## config.mk

```make
export PLATFORM = sky130hd
export DESIGN_NAME = onchip_mem_test_master_flat
export DESIGN_NICKNAME = d
export VERILOG_FILES = /design/src/rtl/onchip_mem_test_master_pkg.sv /design/src/rtl/onchip_mem_test_master_if.sv /design/src/rtl/onchip_mem_test_master_lfsr.sv /design/src/rtl/onchip_mem_test_master.sv /design/src/flat_wrapper.sv
export SDC_FILE = /design/constraint.sdc
export NUM_CORES = 1
export LEC_CHECK = 0
export CORE_ASPECT_RATIO = 0.5
export CORE_MARGIN = 4
export CORE_UTILIZATION = 48
export DETAILED_ROUTE_END_ITERATION = 7
export GPL_TIMING_DRIVEN = 0
export MAX_ROUTING_LAYER = met4
export PLACE_DENSITY = 0.75
export REMOVE_ABC_BUFFERS = 1
export SLEW_MARGIN = 20
export SYNTH_ARGS = -nofsm -noshare
export SYNTH_HDL_FRONTEND = slang
export SYNTH_SLANG_ARGS = --single-unit
```

## constraint.sdc

```tcl
create_clock -name clk -period 7.6 [get_ports clk]
set_input_delay 1.9 -clock clk [delete_from_list [all_inputs] [get_ports clk]]
set_output_delay 1.9 -clock clk [all_outputs]
set_load 0.1 [all_outputs]
```

## src/rtl/onchip_mem_test_master_pkg.sv

```systemverilog
// Shared types and helpers for the on-chip memory self-test master:
// FSM state encoding, LFSR taps/step function and error-counter ceiling.
package onchip_mem_test_pkg;

  typedef enum logic [2:0] {
    IDLE,
    WRITE,
    READ,
    DRAIN,
    DONE
  } state_t;

  localparam logic [31:0] LFSR_TAPS = 32'h80200003;
  localparam logic [15:0] ERR_MAX   = 16'hFFFF;

  // 32-bit Galois LFSR, right-shifting
  function automatic logic [31:0] lfsr_next(input logic [31:0] l);
    return (l >> 1) ^ (l[0] ? LFSR_TAPS : 32'h0);
  endfunction

  function automatic logic [31:0] seed_fix(input logic [31:0] s);
    return (s == 32'h0) ? 32'h1 : s;
  endfunction

endpackage

```

## src/rtl/onchip_mem_test_master_if.sv

```systemverilog
// Avalon-MM single-port RAM slave bus as driven by the memory self-test master.
interface onchip_mem_test_master_if #(
  parameter int unsigned ADDR_W = 17,
  parameter int unsigned DATA_W = 32
);
  logic [ADDR_W-1:0]   address;
  logic [DATA_W/8-1:0] byteenable;
  logic                chipselect;
  logic                write;
  logic [DATA_W-1:0]   writedata;
  logic [DATA_W-1:0]   readdata;
  logic                clken;

  modport master (
    output address, byteenable, chipselect, write, writedata, clken,
    input  readdata
  );

  modport slave (
    input  address, byteenable, chipselect, write, writedata, clken,
    output readdata
  );
endinterface

```

## src/rtl/onchip_mem_test_master_lfsr.sv

```systemverilog
// Pattern generator for the memory self-test: seed load, advance enable, value out.
module onchip_mem_test_lfsr
  import onchip_mem_test_pkg::*;
#(
  parameter logic [31:0] SEED = 32'h00000001
) (
  input  logic        clk,
  input  logic        rst_n,
  input  logic        load,
  input  logic        advance,
  output logic [31:0] value
);

  localparam logic [31:0] SEED_EFF = seed_fix(SEED);

  always_ff @(posedge clk or negedge rst_n) begin
    if (!rst_n) begin
      value <= SEED_EFF;
    end else if (load) begin
      value <= SEED_EFF;
    end else if (advance) begin
      value <= lfsr_next(value);
    end
  end

endmodule

```

## src/rtl/onchip_mem_test_master.sv

```systemverilog
// Avalon-MM memory self-test initiator: LFSR fill, readback and compare of DEPTH words.
// Define MEMTEST_INVERT_PASS_EN to add a second pass using the inverted pattern.
module onchip_mem_test_master
  import onchip_mem_test_pkg::*;
#(
  parameter int unsigned ADDR_W       = 17,
  parameter int unsigned DATA_W       = 32,
  parameter int unsigned DEPTH        = 80000,
  parameter int unsigned READ_LATENCY = 1,
  parameter logic [31:0] SEED         = 32'h00000001
) (
  input  logic                    clk,
  input  logic                    reset_n,
  input  logic                    start,
  input  logic                    pause,
  output logic                    busy,
  output logic                    done,
  output logic                    pass,
  output logic [15:0]             err_count,
  output logic [ADDR_W-1:0]       fail_addr,
  output logic [DATA_W-1:0]       fail_data,
  onchip_mem_test_master_if.master bus
);

  localparam logic [ADDR_W-1:0] LAST_ADDR  = ADDR_W'(DEPTH - 1);
  localparam int unsigned       CNT_W      = (READ_LATENCY > 1) ? $clog2(READ_LATENCY) : 1;
  localparam logic [CNT_W-1:0]  DRAIN_LAST = CNT_W'(READ_LATENCY - 1);

  state_t            state;
  logic [ADDR_W-1:0] addr_q;
  logic              cs_q;
  logic              wr_q;
  logic              invert_q;
  logic [CNT_W-1:0]  drain_cnt;
  logic              run;
  logic              at_last;
  logic              lfsr_load;
  logic              lfsr_adv;
  logic [31:0]       lfsr_val;
  logic [DATA_W-1:0] pattern;

  logic [READ_LATENCY-1:0]             pipe_vld;
  logic [READ_LATENCY-1:0][ADDR_W-1:0] pipe_addr;
  logic [READ_LATENCY-1:0][DATA_W-1:0] pipe_exp;
  logic                                mismatch;

  // pause freezes everything except an idle master
  assign run      = !(pause && (state != IDLE));
  assign at_last  = (addr_q == LAST_ADDR);
  assign pattern  = lfsr_val[DATA_W-1:0] ^ {DATA_W{invert_q}};
  assign mismatch = run && pipe_vld[READ_LATENCY-1] &&
                    (bus.readdata != pipe_exp[READ_LATENCY-1]);

  assign bus.address    = addr_q;
  assign bus.byteenable = '1;
  assign bus.chipselect = cs_q;
  assign bus.write      = wr_q;
  assign bus.writedata  = wr_q ? pattern : '0;
  assign bus.clken      = ~pause;

  // Reseeding at the end of every sweep lets READ and a following WRITE restart cleanly
  always_comb begin
    lfsr_load = 1'b0;
    lfsr_adv  = 1'b0;
    unique case (state)
      IDLE:        lfsr_load = start && !done;
      WRITE, READ: begin
        if (run) begin
          lfsr_load = at_last;
          lfsr_adv  = !at_last;
        end
      end
      default:     ;
    endcase
  end

  onchip_mem_test_lfsr #(
    .SEED (SEED)
  ) u_lfsr (
    .clk     (clk),
    .rst_n   (reset_n),
    .load    (lfsr_load),
    .advance (lfsr_adv),
    .value   (lfsr_val)
  );

  always_ff @(posedge clk or negedge reset_n) begin
    if (!reset_n) begin
      pipe_vld <= '0;
    end else if (run) begin
      pipe_vld[0] <= (state == READ);
      for (int unsigned i = 1; i < READ_LATENCY; i++) begin
        pipe_vld[i] <= pipe_vld[i-1];
      end
    end
  end

  always_ff @(posedge clk) begin
    if (run) begin
      pipe_addr[0] <= addr_q;
      pipe_exp[0]  <= pattern;
      for (int unsigned i = 1; i < READ_LATENCY; i++) begin
        pipe_addr[i] <= pipe_addr[i-1];
        pipe_exp[i]  <= pipe_exp[i-1];
      end
    end
  end

`ifndef MEMTEST_INVERT_PASS_EN
  assign invert_q = 1'b0;
`endif

  always_ff @(posedge clk or negedge reset_n) begin
    if (!reset_n) begin
      state     <= IDLE;
      addr_q    <= '0;
      cs_q      <= 1'b0;
      wr_q      <= 1'b0;
      drain_cnt <= '0;
      busy      <= 1'b0;
      done      <= 1'b0;
      pass      <= 1'b0;
      err_count <= '0;
      fail_addr <= '0;
      fail_data <= '0;
`ifdef MEMTEST_INVERT_PASS_EN
      invert_q  <= 1'b0;
`endif
    end else if (run) begin
      done <= 1'b0;
      if (mismatch) begin
        if (err_count != ERR_MAX) begin
          err_count <= err_count + 16'd1;
        end
        if (err_count == '0) begin
          fail_addr <= pipe_addr[READ_LATENCY-1];
          fail_data <= bus.readdata;
        end
      end
      unique case (state)
        IDLE: begin
          if (start && !done) begin
            state     <= WRITE;
            addr_q    <= '0;
            cs_q      <= 1'b1;
            wr_q      <= 1'b1;
            busy      <= 1'b1;
            pass      <= 1'b0;
            err_count <= '0;
            fail_addr <= '0;
            fail_data <= '0;
`ifdef MEMTEST_INVERT_PASS_EN
            invert_q  <= 1'b0;
`endif
          end
        end
        WRITE: begin
          if (at_last) begin
            state  <= READ;
            addr_q <= '0;
            wr_q   <= 1'b0;
          end else begin
            addr_q <= addr_q + ADDR_W'(1);
          end
        end
        READ: begin
          if (at_last) begin
            state     <= DRAIN;
            cs_q      <= 1'b0;
            drain_cnt <= '0;
          end else begin
            addr_q <= addr_q + ADDR_W'(1);
          end
        end
        DRAIN: begin
          if (drain_cnt == DRAIN_LAST) begin
`ifdef MEMTEST_INVERT_PASS_EN
            if (!invert_q) begin
              state    <= WRITE;
              invert_q <= 1'b1;
              addr_q   <= '0;
              cs_q     <= 1'b1;
              wr_q     <= 1'b1;
            end else begin
              state <= DONE;
            end
`else
            state <= DONE;
`endif
          end else begin
            drain_cnt <= drain_cnt + CNT_W'(1);
          end
        end
        DONE: begin
          state <= IDLE;
          busy  <= 1'b0;
          done  <= 1'b1;
          pass  <= (err_count == '0);
        end
        default: state <= IDLE;
      endcase
    end
  end

endmodule

```

## src/flat_wrapper.sv

```systemverilog
// flat-port wrapper written by rule: the top's interface ports become plain ports
module onchip_mem_test_master_flat import onchip_mem_test_pkg::*;
#(
  parameter int unsigned ADDR_W       = 17,
  parameter int unsigned DATA_W       = 32,
  parameter int unsigned DEPTH        = 80000,
  parameter int unsigned READ_LATENCY = 1,
  parameter logic [31:0] SEED         = 32'h00000001
)
  (clk, reset_n, start, pause, busy, done, pass, err_count, fail_addr, fail_data, bus_address, bus_byteenable, bus_chipselect, bus_write, bus_writedata, bus_clken, bus_readdata);
  onchip_mem_test_master_if #(.ADDR_W(ADDR_W), .DATA_W(DATA_W)) bus_i ();
  input  logic clk;
  input  logic reset_n;
  input  logic start;
  input  logic pause;
  output logic busy;
  output logic done;
  output logic pass;
  output logic [15:0] err_count;
  output logic [ADDR_W-1:0] fail_addr;
  output logic [DATA_W-1:0] fail_data;
  output wire logic [$bits(bus_i.address)-1:0] bus_address;
  output wire logic [$bits(bus_i.byteenable)-1:0] bus_byteenable;
  output wire logic [$bits(bus_i.chipselect)-1:0] bus_chipselect;
  output wire logic [$bits(bus_i.write)-1:0] bus_write;
  output wire logic [$bits(bus_i.writedata)-1:0] bus_writedata;
  output wire logic [$bits(bus_i.clken)-1:0] bus_clken;
  input wire logic [$bits(bus_i.readdata)-1:0] bus_readdata;
  assign bus_address = bus_i.address;
  assign bus_byteenable = bus_i.byteenable;
  assign bus_chipselect = bus_i.chipselect;
  assign bus_write = bus_i.write;
  assign bus_writedata = bus_i.writedata;
  assign bus_clken = bus_i.clken;
  assign bus_i.readdata = bus_readdata;
  onchip_mem_test_master #(.ADDR_W(ADDR_W), .DATA_W(DATA_W), .DEPTH(DEPTH), .READ_LATENCY(READ_LATENCY), .SEED(SEED)) u_core (.clk(clk), .reset_n(reset_n), .start(start), .pause(pause), .busy(busy), .done(done), .pass(pass), .err_count(err_count), .fail_addr(fail_addr), .fail_data(fail_data), .bus(bus_i));
endmodule
```

---- Word level (Yosys, flattened, before mapping) ----
Index checks and enable logic that the tools add are counted.
cells by class
  mux-type cells .......................... 39
  $add $sub $neg .......................... 3
  bitwise operators ....................... 3
  reductions and logical operators ........ 23
  eq/ne operators ......................... 12
operator list
  kind                     count
  $mux W32                 8
  $mux W17                 7
  $mux W16                 4
  $pmux W17 S3             1
  $ne A32 B32 Y1           1
  $xor A31 B32 Y32         1
  $add A17 B1 Y17 const B  1
  $eq A17 B17 Y1 const B   1
  $add A16 B1 Y16 const B  1
  $logic_not A16 Y1        1
  $ne A16 B16 Y1 const B   1
  $mux W3                  4
  $pmux W1 S2              6
  $pmux W3 S4              1
  $reduce_and A4 Y1        3
  $reduce_bool A2 Y1       5
  $mux W1                  8
  $eq A3 B2 Y1 const B     2
  $ne A2 B1 Y1 const B     3
  $reduce_and A3 Y1        2
  $reduce_bool A3 Y1       2
  $reduce_and A5 Y1        1
  $logic_and A1 B1 Y1      4
  $ne A2 B2 Y1 const B     2
  other kinds (7)          10
storage, ports and cells
  input port bits ......................... 36
  flip-flop bits (word level) ............. 173
  logic and storage cells ................. 95

---- Depth between registers and ports, before layout ----
  depth in word-level cells ............... 8
  gate-level depth with buffers ........... 8
  mapped depth without buffers ............ 7

---- Modules after synthesis ----
Synthesis repeated with hierarchy kept, for this count alone.
unflattened totals
  cell total of the unflattened synthesis .. 670
  area total of the unflattened synthesis .. 7803.7 sq um
modules (own cells, without submodules)
  module                  cells an instance  area each (sq um)  sequential area each (sq um)  instances
  onchip_mem_test_master  564                6444.9             3748.6                        1
  onchip_mem_test_lfsr    106                1358.8             802.0                         1

---- Least setup slack after synthesis ----
No wires, ideal clock.
  kind .................................... input -> output
  start ................................... input port pause
  end ..................................... output port bus_clken
  stages on the path ...................... 2
  path slack .............................. 2.951 ns
  arrival ................................. 2.749 ns
  path through ............................ clkbuf_1 inv_1
on the way
  cells in the longest elaborated chain, start to end .. 1
ends and longest elaborated chain
  what             line                          source
  start, declared  flat_wrapper.sv:15            input logic pause;
  $not A1 Y1       onchip_mem_test_master.sv:59  assign bus.clken = ~pause;
  end, declared    flat_wrapper.sv:27            output wire logic [$bits(bus_i.clken)-1:0] bus_clken;
No other way between the ends.

---- Worst setup path after layout ----
Ends and elaborated chain as after synthesis.

==> flow_metrics.env <==
export IMPL_status="finished clean"
export IMPL_drtPass1Iterations=5
export IMPL_end_kind="output pin"
export IMPL_syn_avg_cell_area_um2=11.10
export IMPL_ys_seq_area_share_pct=57.97
export IMPL_die_y_um=98.43
export IMPL_postCtsHoldBufs=0
export IMPL_maxSlewViolCount=0
export IMPL_fin_area_um2=10210
export IMPL_holdCritPathClass="reg -> reg"
export IMPL_grtUsageTotal_pct=21.57
export IMPL_synth_edf_count=49
export IMPL_synthArstFlopShare_pct=71.51
export IMPL_path_max_fanout=13
export IMPL_pin_count=160
export IMPL_total_power_mw=4.091
export IMPL_root_buffer="clkbuf_16"
export IMPL_maxCapViolations=0
export IMPL_numCtsBuffers=17
export IMPL_drc=0
export IMPL_cp_data_arrival_time_ps=4030
export IMPL_final_setup_tns_ps=0
export IMPL_cts_setup_buffers=0
export IMPL_hold_ws_ps=487.2
export IMPL_antenna_found_initial=0
export IMPL_finalCritPeriodShare_pct=78.03
export IMPL_wl_um=18760
export IMPL_final_hold_viol_count=0
export IMPL_final_nets=898
export IMPL_grt_pass1_wl_um=31320
export IMPL_critPathKind="in -> out"
export IMPL_start_util_pct=50.02
export IMPL_skew_ps=9.472
export IMPL_powerDensity_nw_per_um2=400.8
export IMPL_num_fill_cells=1245
export IMPL_ant_nets=0
export IMPL_hpwl_um=13240
export IMPL_area_growth_pct=30.01
export IMPL_syn_area_um2=7850
export IMPL_final_util_pct=65.03
export IMPL_synth_warnings=0
export IMPL_synth_cells=707
export IMPL_ys_types=56
export IMPL_clock_latency_ps=420
export IMPL_drt_iter0_drc=364
export IMPL_fp_dieArea_um2=18590
export IMPL_fin_crit_ps=5930
export IMPL_ir_worst_vdd_mv=0.3286
export IMPL_worst_pin_slew_ps=1045
export IMPL_rows=32
export IMPL_io_buffers=155
export IMPL_place_gp_congestion=0.8835
export IMPL_wire_per_inst_um=17.17
export IMPL_cts_buffer_depth=2
export IMPL_coreArea_um2=15700
export IMPL_h_tree_depth=4
export IMPL_path_clk_slew_ps=70
export IMPL_vias_per_cell=5.380
export IMPL_synth_seq_cells=172
export IMPL_relSlewSlack_pct=30.36
export IMPL_fmax_ghz=0.1686
export IMPL_die_w_um=188.9
export IMPL_cp_required_ps=5700
export IMPL_startpoint_type="input port"
export IMPL_rsz0062_at_grt="no"
export IMPL_layout_drive_gt1_share_pct=6.766
export IMPL_via_count=5880
export IMPL_synth_main_ff_cell="dfrtp_1"
export IMPL_grt_pass1_vias=5885
export IMPL_grt_start_max_net_pins=79
export IMPL_place_area_um2=9642
export IMPL_cts_tree="yes"
export IMPL_diodes=0
export IMPL_cts_resized=0
export IMPL_cts_sinks=172
export IMPL_overflow=0
export IMPL_setup_viol=0
export IMPL_static_leakage_power_nw=4.159
[Yosys cell counts, drive strengths merged (18+ instances only)]
cell    count  share of area [%]
dfrtp     122                 39
nand2      97                4.8
nor2       77                3.7
mux2i      53                6.8
edfxtp     49                 19
xnor2      38                4.2
a21oi      37                2.4
and2       35                2.8
buf        25                2.2
nand4      22                1.8
nand3      18                1.2
o21ai      18                1.2
[metal layers]
| layer | GRT usage, % | up-vias | part of all wire (%) |
|---|---|---|---|
| met5 | - | - | 0 |
| li1 | - | 2775 | - |
| met3 | 4.105 | 10 | 5.4 |
| met4 | 4.757 | 0 | 0.66 |
| met1 | 29.06 | 2912 | 45 |
| met2 | 34.63 | 183 | 49 |
[worst paths after layout]
kind / slack, ps / from / cells after the start / end
max in group asynchronous: 5490 / reset_n / 2 / u_core.u_lfsr.value[0]
worst max register to register: 4380 / u_core.state[2] / 8 / u_core.fail_addr[13]
min in group asynchronous: 1380 / reset_n / 1 / u_core.fail_data[24]
worst min register to register: 490 / u_core.pipe_addr[6] / 2 / u_core.fail_addr[6]
worst min-delay path: 490 / u_core.pipe_addr[6] / 2 / u_core.fail_addr[6]
worst max-delay path: 1670 / pause / 3 / bus_clken
[flip-flops by register name, indices dropped and copies added, names as in the netlist, 3 cells and up]
register and flops:
u_core.state 3, u_core.fail_data 32, u_core.fail_addr 17, u_core.bus.address 17, u_core.u_lfsr.value 32, u_core.pipe_addr 17
u_core.pipe_exp 32, u_core.err_count 16
[through the flow]
stage / setup WS, ps / instances
floorplan: 1888 / 671
global placement: -748.2 / 1047
detailed placement: 1673 / 1061
CTS: 1673 / 1093
global route: 1563 / 1093
finish: 1670 / 1093
[final cells by class]
| cell class | count | area [µm²] | area share (%) |
|---|---|---|---|
| flip-flops and latches | 172 | 4551 | 44.59 |
| multi-input cells | 492 | 3069 | 30.07 |
| inverters | 7 | 26.28 | 0.2574 |
| repair buffers | 169 | 1719 | 16.84 |
| clock buffers | 24 | 471.7 | 4.622 |
| well taps | 221 | 276.5 | 2.709 |
| clock inverters | 8 | 92.59 | 0.9072 |
[cell families (layout without fill, tap and decap cells)]
group	count (synthesis)	count (layout)	synth area share [%]
AO/OA/AOI/OAI	85	85	7.141
XOR/XNOR	46	46	5.132
adder cells (fa/ha/maj)	3	3	0.4782
buffers and inverters	46	208	3.236
flip-flops	172	172	57.97
multiplexers	53	53	6.758
other	1	4	0.04777
AND/OR/NAND/NOR	301	301	19.24
[report_power, final]
group	switching [mW]	total, mW	internal (mW)
Sequential	0.160	1.34	1.18
Clock	0.348	0.847	0.499
Combinational	1.46	1.91	0.450
[placed cells by master (no fill, tap or decap), drive strengths merged, types with 5 or more instances in the layout]
master,instances
a211oi,8
a21oi,37
and2,35
and3,6
buf,15
clkbuf,24
clkdlybuf4s50,154
clkinv,5
dfrtp,122
edfxtp,49
inv,7
mux2i,53
nand2,97
nand2b,8
nand3,18
nand4,22
nor2,77
nor3,13
nor4,7
o21ai,18
or3,7
xnor2,38
xor2,8
[critical path, stage by stage]
cell and delay, ps:
clkdlybuf4s50_1 670, inv_1 260, clkdlybuf4s50_1 1190
Power figures use the tool's default switching activity.
